## config.mk

```make
export PLATFORM = sky130hd
export DESIGN_NAME = cordic_arbiter
export DESIGN_NICKNAME = d
export VERILOG_FILES = /design/src/rtl/cordic_arbiter.sv
export SDC_FILE = /design/constraint.sdc
export NUM_CORES = 1
export LEC_CHECK = 0
export ABC_AREA = 1
export BUFFER_PORTS_ARGS = -buffer_cell sky130_fd_sc_hd__buf_4
export CAP_MARGIN = 20
export CORE_MARGIN = 2
export CORE_UTILIZATION = 44
export CTS_BUF_LIST = sky130_fd_sc_hd__clkbuf_16
export DETAILED_ROUTE_END_ITERATION = 12
export PLACE_DENSITY = 0.81
export RECOVER_POWER = 50
export SLEW_MARGIN = 30
export SYNTH_ARGS = -nofsm -noshare
export SYNTH_HDL_FRONTEND = slang
export SYNTH_SLANG_ARGS = --single-unit
```

## constraint.sdc

```tcl
create_clock -name clk_i -period 3.2 [get_ports clk_i]
set_input_delay 0.48 -clock clk_i [delete_from_list [all_inputs] [get_ports clk_i]]
set_output_delay 0.48 -clock clk_i [all_outputs]
set_load 0.1 [all_outputs]
```

## src/rtl/cordic_arbiter.sv

```systemverilog
`default_nettype none
// ============================================================================
// Module      : cordic_arbiter
// Description : Round-robin arbiter/sequencer sharing one iterative CORDIC
//               core between two angle requesters, with a done watchdog.
// Revision    : 1.0 - initial release
// ============================================================================
module cordic_arbiter #(
    parameter int               WIDTH   = 8,
    parameter logic [WIDTH-1:0] X_INIT  = WIDTH'(8'h4B),
    parameter int               TIMEOUT = 32
) (
    input  logic             clk_i,
    input  logic             rst_i,
    input  logic             req0_valid_i,
    input  logic [WIDTH-1:0] req0_z_i,
    output logic             req0_ready_o,
    input  logic             req1_valid_i,
    input  logic [WIDTH-1:0] req1_z_i,
    output logic             req1_ready_o,
    output logic             cordic_strobe_o,
    output logic [WIDTH-1:0] cordic_x_o,
    output logic [WIDTH-1:0] cordic_y_o,
    output logic [WIDTH-1:0] cordic_z_o,
    input  logic [WIDTH-1:0] cordic_x_i,
    input  logic [WIDTH-1:0] cordic_y_i,
    input  logic             cordic_done_i,
    output logic             rsp_valid_o,
    output logic             rsp_id_o,
    output logic [WIDTH-1:0] rsp_x_o,
    output logic [WIDTH-1:0] rsp_y_o,
    output logic             rsp_timeout_o,
    output logic             busy_o
);

    localparam int               c_CNT_W   = (TIMEOUT > 2) ? $clog2(TIMEOUT) : 1;
    localparam logic [c_CNT_W-1:0] c_CNT_MAX = c_CNT_W'(TIMEOUT - 1);

    localparam logic [1:0] c_IDLE  = 2'd0;
    localparam logic [1:0] c_ISSUE = 2'd1;
    localparam logic [1:0] c_WAIT  = 2'd2;
    localparam logic [1:0] c_RESP  = 2'd3;

    logic [1:0]         r_state;
    logic [1:0]         w_state_nxt;
    logic               r_ptr;
    logic [c_CNT_W-1:0] r_cnt;
    logic [WIDTH-1:0]   r_z;
    logic               r_id;
    logic [WIDTH-1:0]   r_rsp_x;
    logic [WIDTH-1:0]   r_rsp_y;
    logic               r_rsp_timeout;
    logic               w_grant0;
    logic               w_grant1;
    logic               w_hs;
    logic               w_last;

    // A lone valid requester always wins; the pointer only breaks ties.
    assign w_grant0 = req0_valid_i & (~req1_valid_i | ~r_ptr);
    assign w_grant1 = req1_valid_i & (~req0_valid_i | r_ptr);

    assign req0_ready_o = (r_state == c_IDLE) & w_grant0;
    assign req1_ready_o = (r_state == c_IDLE) & w_grant1;
    assign w_hs         = req0_ready_o | req1_ready_o;
    assign w_last       = (r_cnt == c_CNT_MAX);

    assign cordic_strobe_o = (r_state == c_ISSUE);
    assign cordic_x_o      = X_INIT;
    assign cordic_y_o      = '0;
    assign cordic_z_o      = r_z;
    assign rsp_valid_o     = (r_state == c_RESP);
    assign rsp_id_o        = r_id;
    assign rsp_x_o         = r_rsp_x;
    assign rsp_y_o         = r_rsp_y;
    assign rsp_timeout_o   = r_rsp_timeout;
    assign busy_o          = (r_state != c_IDLE);

    always_comb begin
        w_state_nxt = r_state;
        case (r_state)
            c_IDLE:  if (w_hs) w_state_nxt = c_ISSUE;
            c_ISSUE: w_state_nxt = c_WAIT;
            c_WAIT:  if (cordic_done_i || w_last) w_state_nxt = c_RESP;
            c_RESP:  w_state_nxt = c_IDLE;
            default: w_state_nxt = c_IDLE;
        endcase
    end

    always_ff @(posedge clk_i) begin
        if (!rst_i) begin
            r_state       <= c_IDLE;
            r_ptr         <= 1'b0;
            r_cnt         <= '0;
            r_z           <= '0;
            r_id          <= 1'b0;
            r_rsp_x       <= '0;
            r_rsp_y       <= '0;
            r_rsp_timeout <= 1'b0;
        end else begin
            r_state <= w_state_nxt;
            case (r_state)
                c_IDLE: begin
                    if (w_hs) begin
                        r_z  <= w_grant1 ? req1_z_i : req0_z_i;
                        r_id <= w_grant1;
                    end
                end
                c_ISSUE: r_cnt <= '0;
                c_WAIT: begin
                    // Done takes precedence over an expiring watchdog.
                    if (cordic_done_i) begin
                        r_rsp_x       <= cordic_x_i;
                        r_rsp_y       <= cordic_y_i;
                        r_rsp_timeout <= 1'b0;
                    end else if (w_last) begin
                        r_rsp_x       <= '0;
                        r_rsp_y       <= '0;
                        r_rsp_timeout <= 1'b1;
                    end else begin
                        r_cnt <= r_cnt + c_CNT_W'(1);
                    end
                end
                c_RESP:  r_ptr <= ~r_id;
                default: ;
            endcase
        end
    end

endmodule
`default_nettype wire
```

## Yosys cells after proc, flatten, opt, wreduce, memory -nomap -nowiden

Cells that the tools add are included.

| storage, ports and cells | value |
|---|---|
| bits in writable memories | 0 |
| bits in latches | 0 |
| input port bits | 37 |
| memories kept | 0 |
| output and inout bits | 47 |
| bits in registers | 34 |
| bits in read-only memories | 0 |

| operators by class | value |
|---|---|
| divide/modulo/power cells | 0 |
| add/sub/neg operators | 1 |
| bitwise operators | 11 |
| magnitude comparators | 0 |
| equality and inequality tests | 8 |
| multiply operators | 0 |
| muxes and demuxes | 12 |
| reductions and logical operators | 9 |
| shift operators | 0 |

Operator list:

| operator | count |
|---|---|
| $mux W8 | 4 |
| $mux W5 | 2 |
| $pmux W5 S2 | 1 |
| $ne A2 B2 Y1 const B | 4 |
| $pmux W2 S4 | 1 |
| $reduce_and A2 Y1 | 3 |
| $reduce_bool A2 Y1 | 3 |
| $add A5 B1 Y5 const B | 1 |
| $eq A5 B5 Y1 const B | 1 |
| $and A1 B1 Y1 | 4 |
| $eq A2 B2 Y1 const B | 2 |
| $mux W2 | 2 |
| $not A1 Y1 | 4 |
| $or A1 B1 Y1 | 3 |
| $reduce_and A3 Y1 | 1 |
| $eq A2 B1 Y1 const B | 1 |
| $logic_not A2 Y1 | 1 |
| $mux W1 | 2 |
| $logic_or A1 B1 Y1 | 1 |

## Depth between registers and ports, before layout

| depth | value |
|---|---|
| word-level depth | 7 |
| mapped depth | 10 |
| mapped depth without buffers | 10 |

## Least setup slack after synthesis

Ideal clock, no wire load.

| timing path | value |
|---|---|
| path type | reg2out |
| start | register r_state[0] |
| end | output port req0_ready_o |
| arrival | 1.378 ns |
| stages on the path, launching flop included | 5 |
| path slack | 1.342 ns |
| path through | dfxtp_1 -> inv_1 -> ha_1 -> nand3_2 -> inv_1 |

| on the way | value |
|---|---|
| cells in the longest elaborated chain, start to end | 2 |

RTL lines:

| item | RTL line | text |
|---|---|---|
| from (decl) | 44 | `logic [1:0] r_state;` |
| from (signal assigned) | 91 | `r_state <= c_IDLE;` |
| from (signal assigned) | 100 | `r_state <= w_state_nxt;` |
| $logic_not A2 Y1 | 62 | `assign req0_ready_o = (r_state == c_IDLE) & w_grant0;` |
| $and A1 B1 Y1 | 62 |  |
| to (decl) | 17 | `output logic req0_ready_o,` |

Every way passes these cells.

## Worst setup path in the final report

| timing path | value |
|---|---|
| start | register r_id (netlist: rsp_id_o) |
| end | output port rsp_id_o |

RTL lines:

| item | RTL line | text |
|---|---|---|
| from (decl) | 49 | `logic r_id;` |
| from (signal assigned) | 105 | `r_id <= w_grant1;` |
| to (decl) | 29 | `output logic rsp_id_o,` |

No word-level cell between the ends.

==> metrics.txt <==
Worst R2R Start=r_state[0]; pwr/cell area=1045 mW/mm^2; CTS tree=done; Max Clock Skew=2.109 ps; Setup Viol. Count Final=0; total die area=0.004396 sq mm; starting density of the core=46.30%; crit-path max FO=3; Non-Filler Instances=356; sequential power share=24.6%; net switching power=1.273 mW; Yosys Warn Count=0; cell leakage power=1.076 nW; clock buffer count from CTS=5; CP required=2720 ps; global placer's final weighted congestion=0.9061; DRC viols=0; delay-heaviest family, CP=buffers and inverters; IO Port Bufs=67; largest net degree at the start of global routing=22; Setup TNS=0 ps; sequential fraction of the synthesis area=39.85%; hpwl dp=2742 um; Tightest Pin Transition=1205 ps; postcts setup bufs=0; Reg clk slew, reported paths=50 ps; Max-Slew Margin vs Limit=20.03%; Post-CTS Hold Buffers=0; Syn Area/Cell=7.028 sq um; DR vias=1596; hold endpoint=rsp_y_o[1]; first-pass GRT wire length=6147 um; clock power share=18.9%; Core ar.=0.003689 sq mm; r2r endpoint=cordic_z_o[3]; Reg2Reg Setup Slack=1520 ps; worst hold path class=flip-flop to flip-flop; RSZ-0062 raised after global routing=false; Comb power frac=56.5%; vias per cell=4.483; Fin Hold WS=460.0 ps; Placed Cells=349; fin. max-slew vios=0; share of post-route cells with drive strength above 1=19.16%; Clk Latency, worst-skew pair=270 ps; Tcrit/Tclk final=61.55%; number of antenna-violating nets in the routed design=0; first-iteration detailed-routing DRC count=73; Final min period=1970 ps; final hold violations=0; gate count of the mapped netlist=243; synthesis-stage register bit count=34; Worst VDD drop=0.5002 mV; CP max stage cell=clkbuf_1; WP depth=1; Synth Cell Area=0.001708 sq mm; number of diodes=0; number of global-route vias before repair=1465; Highest Clock Rate=507.7 MHz; H-tree depth=2; cell row count=22; Critical Path Max Stage Delay=870 ps; Sink Count=34; IO Pins=84; Hold Path Origin=rsp_y_o[1]; switching share of power=55.86%; P&R area growth vs syn=27.77%; status=completed; Max Cap Viol=0; CP Capture Type=primary output; Final Net Count=352; CTS Buffer Depth=2; initial antenna violation count=0; final wirelength=3638 um; Crit Path Class=flip-flop to primary output; startpoint types=flip-flop; post_cts resized=0; Tot GR Track Use=17.96%; total grt overflow=0; Initial DRT Pass Iterations=4; Die H=66.30 um; Reg2Reg Depth=8; Yosys cell types=21; CTS root buf=clkbuf_16; Die Width=66.30 um; WP buf/inv=1; Cell Int Power=1.006 mW; Crit path arrival time=1490 ps; hold depth=2; WL per Instance=10.22 um; crit-path cells=clkbuf_1
==> area by class of cell <==
type | instances | area, sq um
inverters | 22 | 82.58
repair buffers | 67 | 405.4
flip-flops and latches | 34 | 680.7
well taps | 48 | 60.06
clock inverters | 2 | 10.01
fillers | 391 | 1506
clock buffers | 5 | 125.1
multi-input cells | 178 | 818.3
==> worst max path at each step <==
stage,start,end,slack [ps]
2_1_floorplan,r_state[0],req0_ready_o,1340
3_3_place_gp,req1_valid_i,req0_ready_o,1560
3_5_place_dp,r_state[0],req0_ready_o,1540
4_1_cts,r_state[0],req0_ready_o,1260
5_1_grt,rsp_id_o,rsp_id_o,1190
6_report,rsp_id_o,rsp_id_o,1230
==> cell families (layout without fill, tap and decap cells) <==
| logic type | Yosys count | count (layout) | share of synthesized area (%) |
|---|---|---|---|
| buf+inv | 45 | 96 | 14.58 |
| fa+ha+maj | 7 | 7 | 5.128 |
| simple gates | 128 | 128 | 31.94 |
| flops | 34 | 34 | 39.85 |
| compound gates | 27 | 27 | 8.058 |
| other cells | 2 | 16 | 0.4397 |
==> routing by layer <==
metal  GRT usage (%)  up-vias  wire [um]
li1                -      850          -
met1           21.03      710       1547
met2           31.87       34       1925
met3           4.259        2        138
met4           5.867        0         27
met5               0        -          0
==> layout by cell type (no fill, tap or decap), types with 3 or more instances in the layout <==
cell type / n
dfxtp_1: 34
ha_1: 7
a21oi_1: 25
nand2_2: 4
inv_1: 20
nand3_1: 14
clkbuf_16: 5
nor2_1: 24
clkbuf_1: 26
nand2_1: 79
conb_1: 16
buf_4: 41
nor2_2: 3
==> registers in the layout, indices dropped and copies added (netlist names) <==
| signal | cells |
|---|---|
| cordic_z_o | 8 |
| r_cnt | 5 |
| r_ptr | 1 |
| r_state | 2 |
| rsp_id_o | 1 |
| rsp_timeout_o | 1 |
| rsp_x_o | 8 |
| rsp_y_o | 8 |
==> cells in the mapped netlist <==
| cell | number | area (sq um) |
|---|---|---|
| nor2_2 | 3 | 18.77 |
| nor3_1 | 1 | 5.000 |
| o21ai_0 | 1 | 5.000 |
| o21a_1 | 1 | 7.510 |
| buf_6 | 1 | 11.26 |
| nand2_2 | 4 | 25.02 |
| and3_1 | 1 | 6.260 |
| nor2_1 | 24 | 90.09 |
| inv_2 | 3 | 11.26 |
| nand2_1 | 78 | 292.8 |
| a21oi_1 | 25 | 125.1 |
| buf_4 | 19 | 142.6 |
| nand2_4 | 2 | 22.52 |
| conb_1 | 2 | 7.510 |
| dfxtp_1 | 34 | 680.7 |
| nand3_1 | 13 | 65.06 |
| inv_1 | 19 | 71.32 |
| ha_1 | 7 | 87.58 |
| clkbuf_1 | 2 | 7.510 |
| nand3_2 | 2 | 20.02 |
| buf_2 | 1 | 5.000 |
==> metrics by stage <==
step | instance area, sq um | power, mW | setup WS [ps] | utilization, %
3_5_place_dp | 2157 | 1.939 | 1541 | 58.48
6_report | 2182 | 2.280 | 1230 | 59.16
4_1_cts | 2292 | 2.380 | 1256 | 62.14
5_1_grt | 2182 | 2.412 | 1185 | 59.16
3_3_place_gp | 2157 | 1.925 | 1564 | 58.48
2_1_floorplan | 1760 | 1.721 | 1342 | -
==> power by group through the flow <==
stage / registers [mW] / logic, mW / clock network, mW
after global placement: 0.568 / 1.36 / 0
after floorplan: 1.09 / 0.631 / 0
after CTS: 0.564 / 1.37 / 0.445
after global routing: 0.573 / 1.37 / 0.464
final: 0.562 / 1.29 / 0.431
after detailed placement: 0.573 / 1.37 / 0
Note: power is estimated with default switching activity, not from simulation.
